## src/rtl/time_param_timer_if.sv

```systemverilog
// rtl/time_param_timer_if.sv - programming, interval select and countdown signals of the phase timer
interface time_param_timer_if #(
  parameter int SEL_W = 2,
  parameter int VAL_W = 4
);
  logic             prog_req;
  logic [SEL_W-1:0] prog_sel;
  logic [VAL_W-1:0] prog_value;
  logic             prog_ack;
  logic             prog_err;
  logic [SEL_W-1:0] interval_sel;
  logic [VAL_W-1:0] value;
  logic             start;
  logic             abort;
  logic             tick;
  logic [VAL_W-1:0] count;
  logic             busy;
  logic             expired;

  modport master (
    output prog_req, prog_sel, prog_value, interval_sel, start, abort, tick,
    input  prog_ack, prog_err, value, count, busy, expired
  );

  modport slave (
    input  prog_req, prog_sel, prog_value, interval_sel, start, abort, tick,
    output prog_ack, prog_err, value, count, busy, expired
  );
endinterface

```

## src/rtl/time_param_timer.sv

```systemverilog
// rtl/time_param_timer.sv - programmable phase-duration store with tick-driven countdown
// Optional TP_PROG_LOCK_EN: reject programming while a countdown is running.
module time_param_timer #(
  parameter int                            NUM_PARAMS = 3,
  parameter int                            SEL_W      = 2,
  parameter int                            VAL_W      = 4,
  parameter logic [NUM_PARAMS*VAL_W-1:0]   DEFAULTS   = {4'd2, 4'd3, 4'd6}
) (
  input  logic                clock_i,
  input  logic                reset_n_i,
  time_param_timer_if.slave   bus
);

  typedef enum logic {IDLE, RUN} state_e;

  state_e           state_q, state_d;
  logic [VAL_W-1:0] param_q [NUM_PARAMS];
  logic [VAL_W-1:0] param_d [NUM_PARAMS];
  logic [VAL_W-1:0] value_q, value_d;
  logic [VAL_W-1:0] count_q, count_d;
  logic             ack_q, ack_d;
  logic             err_q, err_d;
  logic             expired_q, expired_d;
  logic             prog_valid;
  logic             lock;

  function automatic logic [VAL_W-1:0] default_of(input int idx);
    return DEFAULTS[idx*VAL_W +: VAL_W];
  endfunction

`ifdef TP_PROG_LOCK_EN
  assign lock = (state_q == RUN);
`else
  assign lock = 1'b0;
`endif

  assign prog_valid = (int'(bus.prog_sel) < NUM_PARAMS);

  // Selected interval from the registers as they stand before this edge's write,
  // so a simultaneous start loads the old value.
  always_comb begin
    value_d = '1;
    for (int i = 0; i < NUM_PARAMS; i++) begin
      if (bus.interval_sel == SEL_W'(i)) value_d = param_q[i];
    end
  end

  always_comb begin
    param_d = param_q;
    ack_d   = 1'b0;
    err_d   = 1'b0;
    if (bus.prog_req) begin
      if (lock) begin
        err_d = 1'b1;
      end else if (prog_valid) begin
        ack_d = 1'b1;
        for (int i = 0; i < NUM_PARAMS; i++) begin
          if (bus.prog_sel == SEL_W'(i)) begin
            param_d[i] = (bus.prog_value == '0) ? default_of(i) : bus.prog_value;
          end
        end
      end else begin
        err_d = 1'b1;
        for (int i = 0; i < NUM_PARAMS; i++) param_d[i] = default_of(i);
      end
    end
  end

  // Priority: abort, then start (reload), then tick.
  always_comb begin
    state_d   = state_q;
    count_d   = count_q;
    expired_d = 1'b0;
    if (bus.abort) begin
      state_d = IDLE;
      count_d = '0;
    end else if (bus.start) begin
      state_d = RUN;
      count_d = value_d;
    end else if (state_q == RUN && bus.tick) begin
      if (count_q > VAL_W'(1)) begin
        count_d = count_q - VAL_W'(1);
      end else begin
        count_d   = '0;
        expired_d = 1'b1;
        state_d   = IDLE;
      end
    end
  end

  always_ff @(posedge clock_i or negedge reset_n_i) begin
    if (!reset_n_i) begin
      for (int i = 0; i < NUM_PARAMS; i++) param_q[i] <= default_of(i);
      state_q   <= IDLE;
      value_q   <= default_of(0);
      count_q   <= '0;
      ack_q     <= 1'b0;
      err_q     <= 1'b0;
      expired_q <= 1'b0;
    end else begin
      param_q   <= param_d;
      state_q   <= state_d;
      value_q   <= value_d;
      count_q   <= count_d;
      ack_q     <= ack_d;
      err_q     <= err_d;
      expired_q <= expired_d;
    end
  end

  assign bus.value    = value_q;
  assign bus.count    = count_q;
  assign bus.busy     = (state_q == RUN);
  assign bus.expired  = expired_q;
  assign bus.prog_ack = ack_q;
  assign bus.prog_err = err_q;

endmodule

```

## src/flat_wrapper.sv

```systemverilog
// flat-port wrapper written by rule: the top's interface ports become plain ports
module time_param_timer_flat 
#(
  parameter int                            NUM_PARAMS = 3,
  parameter int                            SEL_W      = 2,
  parameter int                            VAL_W      = 4,
  parameter logic [NUM_PARAMS*VAL_W-1:0]   DEFAULTS   = {4'd2, 4'd3, 4'd6}
)
  (clock_i, reset_n_i, bus_prog_req, bus_prog_sel, bus_prog_value, bus_interval_sel, bus_start, bus_abort, bus_tick, bus_prog_ack, bus_prog_err, bus_value, bus_count, bus_busy, bus_expired);
  time_param_timer_if #(.SEL_W(SEL_W), .VAL_W(VAL_W)) bus_i ();
  input  logic clock_i;
  input  logic reset_n_i;
  input wire logic [$bits(bus_i.prog_req)-1:0] bus_prog_req;
  input wire logic [$bits(bus_i.prog_sel)-1:0] bus_prog_sel;
  input wire logic [$bits(bus_i.prog_value)-1:0] bus_prog_value;
  input wire logic [$bits(bus_i.interval_sel)-1:0] bus_interval_sel;
  input wire logic [$bits(bus_i.start)-1:0] bus_start;
  input wire logic [$bits(bus_i.abort)-1:0] bus_abort;
  input wire logic [$bits(bus_i.tick)-1:0] bus_tick;
  output wire logic [$bits(bus_i.prog_ack)-1:0] bus_prog_ack;
  output wire logic [$bits(bus_i.prog_err)-1:0] bus_prog_err;
  output wire logic [$bits(bus_i.value)-1:0] bus_value;
  output wire logic [$bits(bus_i.count)-1:0] bus_count;
  output wire logic [$bits(bus_i.busy)-1:0] bus_busy;
  output wire logic [$bits(bus_i.expired)-1:0] bus_expired;
  assign bus_i.prog_req = bus_prog_req;
  assign bus_i.prog_sel = bus_prog_sel;
  assign bus_i.prog_value = bus_prog_value;
  assign bus_i.interval_sel = bus_interval_sel;
  assign bus_i.start = bus_start;
  assign bus_i.abort = bus_abort;
  assign bus_i.tick = bus_tick;
  assign bus_prog_ack = bus_i.prog_ack;
  assign bus_prog_err = bus_i.prog_err;
  assign bus_value = bus_i.value;
  assign bus_count = bus_i.count;
  assign bus_busy = bus_i.busy;
  assign bus_expired = bus_i.expired;
  time_param_timer #(.NUM_PARAMS(NUM_PARAMS), .SEL_W(SEL_W), .VAL_W(VAL_W), .DEFAULTS(DEFAULTS)) u_core (.clock_i(clock_i), .reset_n_i(reset_n_i), .bus(bus_i));
endmodule
```

## config.mk

```make
export PLATFORM = sky130hd
export DESIGN_NAME = time_param_timer_flat
export DESIGN_NICKNAME = d
export VERILOG_FILES = /design/src/rtl/time_param_timer_if.sv /design/src/rtl/time_param_timer.sv /design/src/flat_wrapper.sv
export SDC_FILE = /design/constraint.sdc
export NUM_CORES = 1
export LEC_CHECK = 0
export ABC_CLOCK_PERIOD_IN_PS = 1820
export BUFFER_PORTS_ARGS = -buffer_cell sky130_fd_sc_hd__buf_4
export CELL_PAD_IN_SITES_DETAIL_PLACEMENT = 0
export CELL_PAD_IN_SITES_GLOBAL_PLACEMENT = 2
export CORE_UTILIZATION = 34
export CTS_BUF_LIST = sky130_fd_sc_hd__clkbuf_4
export DETAILED_ROUTE_END_ITERATION = 10
export PLACE_DENSITY = 0.79
export SYNTH_ARGS = -nofsm -noshare
export SYNTH_HDL_FRONTEND = slang
export SYNTH_SLANG_ARGS = --single-unit
```

## constraint.sdc

```tcl
create_clock -name clock_i -period 1.82 [get_ports clock_i]
set_input_delay 0.364 -clock clock_i [delete_from_list [all_inputs] [get_ports clock_i]]
set_output_delay 0.364 -clock clock_i [all_outputs]
set_load 0.01 [all_outputs]
```

Word level (Yosys, flattened, before mapping). Index checks and enable logic that the tools add are counted.

Word-level logic and storage cells: 55. Bits of input ports: 14. Register bits after elaboration: 24. ROM bits: 0. RAM bits: 0. Output and inout port bits: 12. Memories: 0. Bits in latches: 0.

Multiplexer cells: 26. $lt $le $gt $ge: 2. Equal/unequal tests: 8. Divide/modulo/power cells: 0. Shift-type cells: 0. Bitwise logic cells: 0. Reduce and logical (&&, ||, !) cells: 9. Multipliers: 0. $add $sub $neg: 1.

Operators by type and width (number): 4-bit 2-to-1 mux (13); 1-bit 2-to-1 mux (12); 12-bit 2-to-1 mux (1); 2-bit AND reduction (4); 2-bit != test, second input constant (3); 2-bit by 1-bit equality test with 1-bit output, second input constant (2); 2-bit equality test, second input constant (2); 4-bit by 1-bit greater-than comparator with 1-bit output, second input constant (1); 2-bit logical NOT (2); 4-bit logical NOT (1); 4-bit by 1-bit subtractor with 4-bit output, second input constant (1); 3-bit != test, second input constant (1); 3-bit nonzero test (1); 2-bit less-than comparator, second input constant (1); 1-bit logical AND (1).

Logic depth before layout (Yosys ltp).
Depth in word-level cells: 6. Mapped depth: 6. Depth with buffers taken out: 6.

Worst setup path after synthesis. No wires, ideal clock.

Kind: reg2reg. Start: reg u_core.count_q[0] (netlist: u_core.bus.count[0]). End: reg u_core.count_q[3] (netlist: u_core.bus.count[3]). Library setup time: 0.126 ns. Data arrival time: 1.480 ns. Clock period less this slack: 1.606 ns. Slack: 0.214 ns. Data required time: 1.694 ns. Buffers on the path: 0. Stages on the path, launching flop included: 7. Cell sequence: dfrtp_1 inv_1 ha_1 nor2_1 or3_1 a31o_1 a221o_1.

Word-level cells in the longest chain between the ends: 5. Elaborated cells between the ends (all ways): 6. Those cells by class: 1 x add/sub; 1 x order compare; 4 x mux.

Ends and longest elaborated chain: start: declaration (RTL line time_param_timer.sv:20) `logic [VAL_W-1:0] count_q, count_d;`; start signal: assignment (RTL line time_param_timer.sv:104) `count_q <= count_d;`; 4-bit by 1-bit subtractor with 4-bit output / 4-bit by 1-bit greater-than comparator with 1-bit output (equally long branches) (RTL line time_param_timer.sv:82, time_param_timer.sv:81); 4-bit 2-to-1 mux (*) (RTL line time_param_timer.sv:81) `if (count_q > VAL_W'(1)) begin`; 4-bit 2-to-1 mux (*) (RTL line time_param_timer.sv:80) `end else if (state_q == RUN && bus.tick) begin`; 4-bit 2-to-1 mux (*) (RTL line time_param_timer.sv:77) `end else if (bus.start) begin`; 4-bit 2-to-1 mux (*) (RTL line time_param_timer.sv:74) `if (bus.abort) begin`.

Mark *: on every way between the ends. The rest lies on a longest branch, timed or not. The select of a mux whose other input is x is not followed. A chain may end at the register's enable or synchronous reset.

Worst setup path after layout. Same ends and word-level chain as after synthesis.

==> flow_summary.ini <==
[layout]
nNetsFinal = 160
fin_cells = 184
area_growth_syn_to_layout_pct = 25.9
drive_gt1_frac = 0.300
num_antenna_cells = 0
fin_area_um2 = 1430
final_util = 0.462

[power]
p_total_w = 0.00126
power_leakage_nw = 0.674
p_comb_frac = 0.255
power.share.sequential = 0.542
peakVddDrop_mv = 0.386
switching_share = 0.293
p_per_area_nw_per_um2 = 881
p_int_w = 0.000893
switchingPower_w = 0.000370
power_frac_clock = 0.202

[route]
drt-initial-drc-count = 34
wl_um = 2370
vias = 874
route.detailed.vias_per_inst = 4.75
ant_nets = 0
drc_errors = 0
wire_per_inst_um = 12.9
drtPass1Iterations = 4

[worst_setup_path]
crit_family = compound AO/OA/AOI/OAI gates
end_kind = register
slowest_stage = dfrtp_1
max_stage_delay_ps = 450
path_cells = inv_1 -> ha_1 -> nor2_1 -> or3_1 -> a31o_1 -> a221o_1
start_kind = register
worst-path-max-fanout = 6
crit_buf_inv = 1
path_class = reg2reg
worstPathRequired_ps = 2030
worstPathArrival_ps = 1900

[global_route]
grtUsageTotal = 0.146
grt-ovfl-total = 0
antenna_found_initial = 0
grt_pass1_vias = 765
grt_max_degree = 25
grt_pass1_wl_um = 3800

[clocking]
ctsLongestPathBuffers = 2
clk_pin_slew_ps = 130
cts_inserted_buffers = 3
cts_tree = yes
post-cts-setup-buffers = 0
root_buffer = clkbuf_4
cts_max_level = 1
clock_sinks = 24
clkLatencyLatePin_ps = 310

[synth]
synthSimpleGateAreaFrac = 0.155
synthXorXnorAreaFrac = 0
syn_avg_cell_area_um2 = 10.4
synth_top_cell_area_share = 0.374
synthAdderAreaFrac = 0.0549
synth_compound_area_frac = 0.196
ys_ff_latch = 24
yosysUniqueCellTypes = 29
ys_seq_area_frac = 0.535
synthMuxAreaShare = 0.0330
yosys_warnings = 0
syn_area_um2 = 1140
synth_area_leader_cell = dfrtp_1
synth_top_family_by_area = compound AO/OA/AOI/OAI gates
synth.area.top_cells = dfrtp_1 37%, dfstp_2 16%, o21ai_0 6.2%
synth_nets = 129
syn_inst = 110

[placement]
dp_hpwl_um = 1820
place_area_um2 = 1390
port_buffers = 25
gp_congestion = 0.804
place_inst = 179

[status]
status = complete, no violations

[sta]
skew_ps = 1.94
setup-tns-final_ps = 0
worst_pin_slew_ps = 446
setup_viol = 0
slew_viol_final = 0
fmax_mhz = 592
period_share = 0.928
hold_viol = 0
slew_headroom = 0.699
rsz0062_at_grt = no
finalCriticalPeriod_ps = 1690

[die]
die-width_um = 59.9
rows = 20
core_area_um2 = 3100
initial_core_util = 0.367
fp.dieArea_um2 = 3580
die_h_um = 59.9
ios = 26

[hold_path]
hold_class = in2reg

[run]
maxCapViolations = 0
==> metal layers <==
metal,vias to the layer above,part of all wire,global-route usage
li1,450,-,-
met1,402,0.54,0.236
met2,20,0.41,0.190
met3,2,0.039,0.0195
met4,0,0.011,0.0598
met5,-,0,0
==> power groups by stage <==
| stage | registers [W] | clock network (W) | logic [W] |
|---|---|---|---|
| finish | 0.000685 | 0.000255 | 0.000323 |
| global route | 0.000696 | 0.000288 | 0.000366 |
| CTS | 0.000683 | 0.000270 | 0.000324 |
| detailed placement | 0.000693 | 0 | 0.000321 |
| global placement | 0.000691 | 0 | 0.000320 |
| floorplan | 0.000698 | 0 | 0.000170 |
==> kinds of logic after synthesis <==
logic type      Yosys count
fa+ha+maj                 5
simple gates             38
mux                       3
buf+inv                   8
flops                    24
compound gates           32
==> cells in the mapped netlist <==
cell type	number
a32o_1	1
a21o_1	1
nor2_1	7
or3_1	2
mux2_2	2
mux2_4	1
o31ai_2	1
nand2_1	17
dfrtp_1	17
nand3_1	2
nand2b_1	1
nor4_1	2
o2bb2ai_1	2
nor3_1	2
nor2b_1	2
ha_1	5
and2_2	1
inv_1	7
clkbuf_1	1
a221o_1	2
o21ai_0	14
o41ai_1	1
a2bb2oi_1	2
a21oi_1	3
dfstp_2	7
nor4b_1	1
a31o_1	1
and2_1	1
o22a_1	4
==> what timing repair did <==
action,in CTS,in global routing
hold buffers,1,0
endpoints found under the hold margin,17,0
endpoints found under the setup margin,0,1
gates resized for setup,0,1
==> final cells by class <==
cell class / instances / area, um^2
Fill cell: 321 / 1670
Sequential cell: 24 / 609
Multi-Input combinational cell: 78 / 508
Timing Repair Buffer: 27 / 205
Tap cell: 44 / 55.1
Clock buffer: 4 / 30.0
Inverter: 7 / 26.3
==> registers in the layout (all words and copies together) (netlist names) <==
name,flops
u_core.bus.busy,1
u_core.bus.count,4
u_core.bus.expired,1
u_core.bus.prog_ack,1
u_core.bus.prog_err,1
u_core.bus.value,4
u_core.param_q,12
==> worst paths after layout <==
path / startpoint / slack, ps / depth (start not counted) / endpoint
min in group asynchronous: reset_n_i / 480 / 2 / u_core.bus.value[0]$_DFF_PN0_
hold / removal: bus_start / 210 / 2 / u_core.bus.expired$_DFF_PN0_
setup reg to reg: u_core.bus.count[0]$_DFFE_PN0P_ / 130 / 6 / u_core.bus.count[3]$_DFFE_PN0P_
setup / recovery: u_core.bus.count[0]$_DFFE_PN0P_ / 130 / 6 / u_core.bus.count[3]$_DFFE_PN0P_
hold reg to reg: u_core.param_q[5]$_DFFE_PN1P_ / 490 / 2 / u_core.param_q[5]$_DFFE_PN1P_
max in group asynchronous: reset_n_i / 1060 / 2 / u_core.bus.value[2]$_DFF_PN1_
==> layout by cell type, fill, tap and decap left out <==
| cell type | n |
|---|---|
| a21o_1 | 1 |
| a21oi_1 | 3 |
| a221o_1 | 2 |
| a2bb2oi_1 | 2 |
| a31o_1 | 1 |
| a32o_1 | 1 |
| and2_1 | 1 |
| and2_2 | 1 |
| buf_4 | 26 |
| clkbuf_4 | 4 |
| dfrtp_1 | 17 |
| dfstp_2 | 7 |
| dlygate4sd3_1 | 1 |
| ha_1 | 5 |
| inv_1 | 7 |
| mux2_2 | 2 |
| mux2_4 | 1 |
| nand2_1 | 17 |
| nand2b_1 | 1 |
| nand3_1 | 2 |
| nor2_1 | 7 |
| nor2b_1 | 2 |
| nor3_1 | 2 |
| nor4_1 | 2 |
| nor4b_1 | 1 |
| o21ai_0 | 14 |
| o22a_1 | 4 |
| o2bb2ai_1 | 2 |
| o31ai_4 | 1 |
| o41ai_1 | 1 |
| or3_1 | 2 |
==> metrics by stage <==
stage	hold slack (ps)	worst slack, ps
after floorplan	68.4	214
after global placement	279	197
after detailed placement	278	155
after CTS	197	128
after global routing	188	36.8
final	210	131
Note: power is estimated with default switching activity, not from simulation.
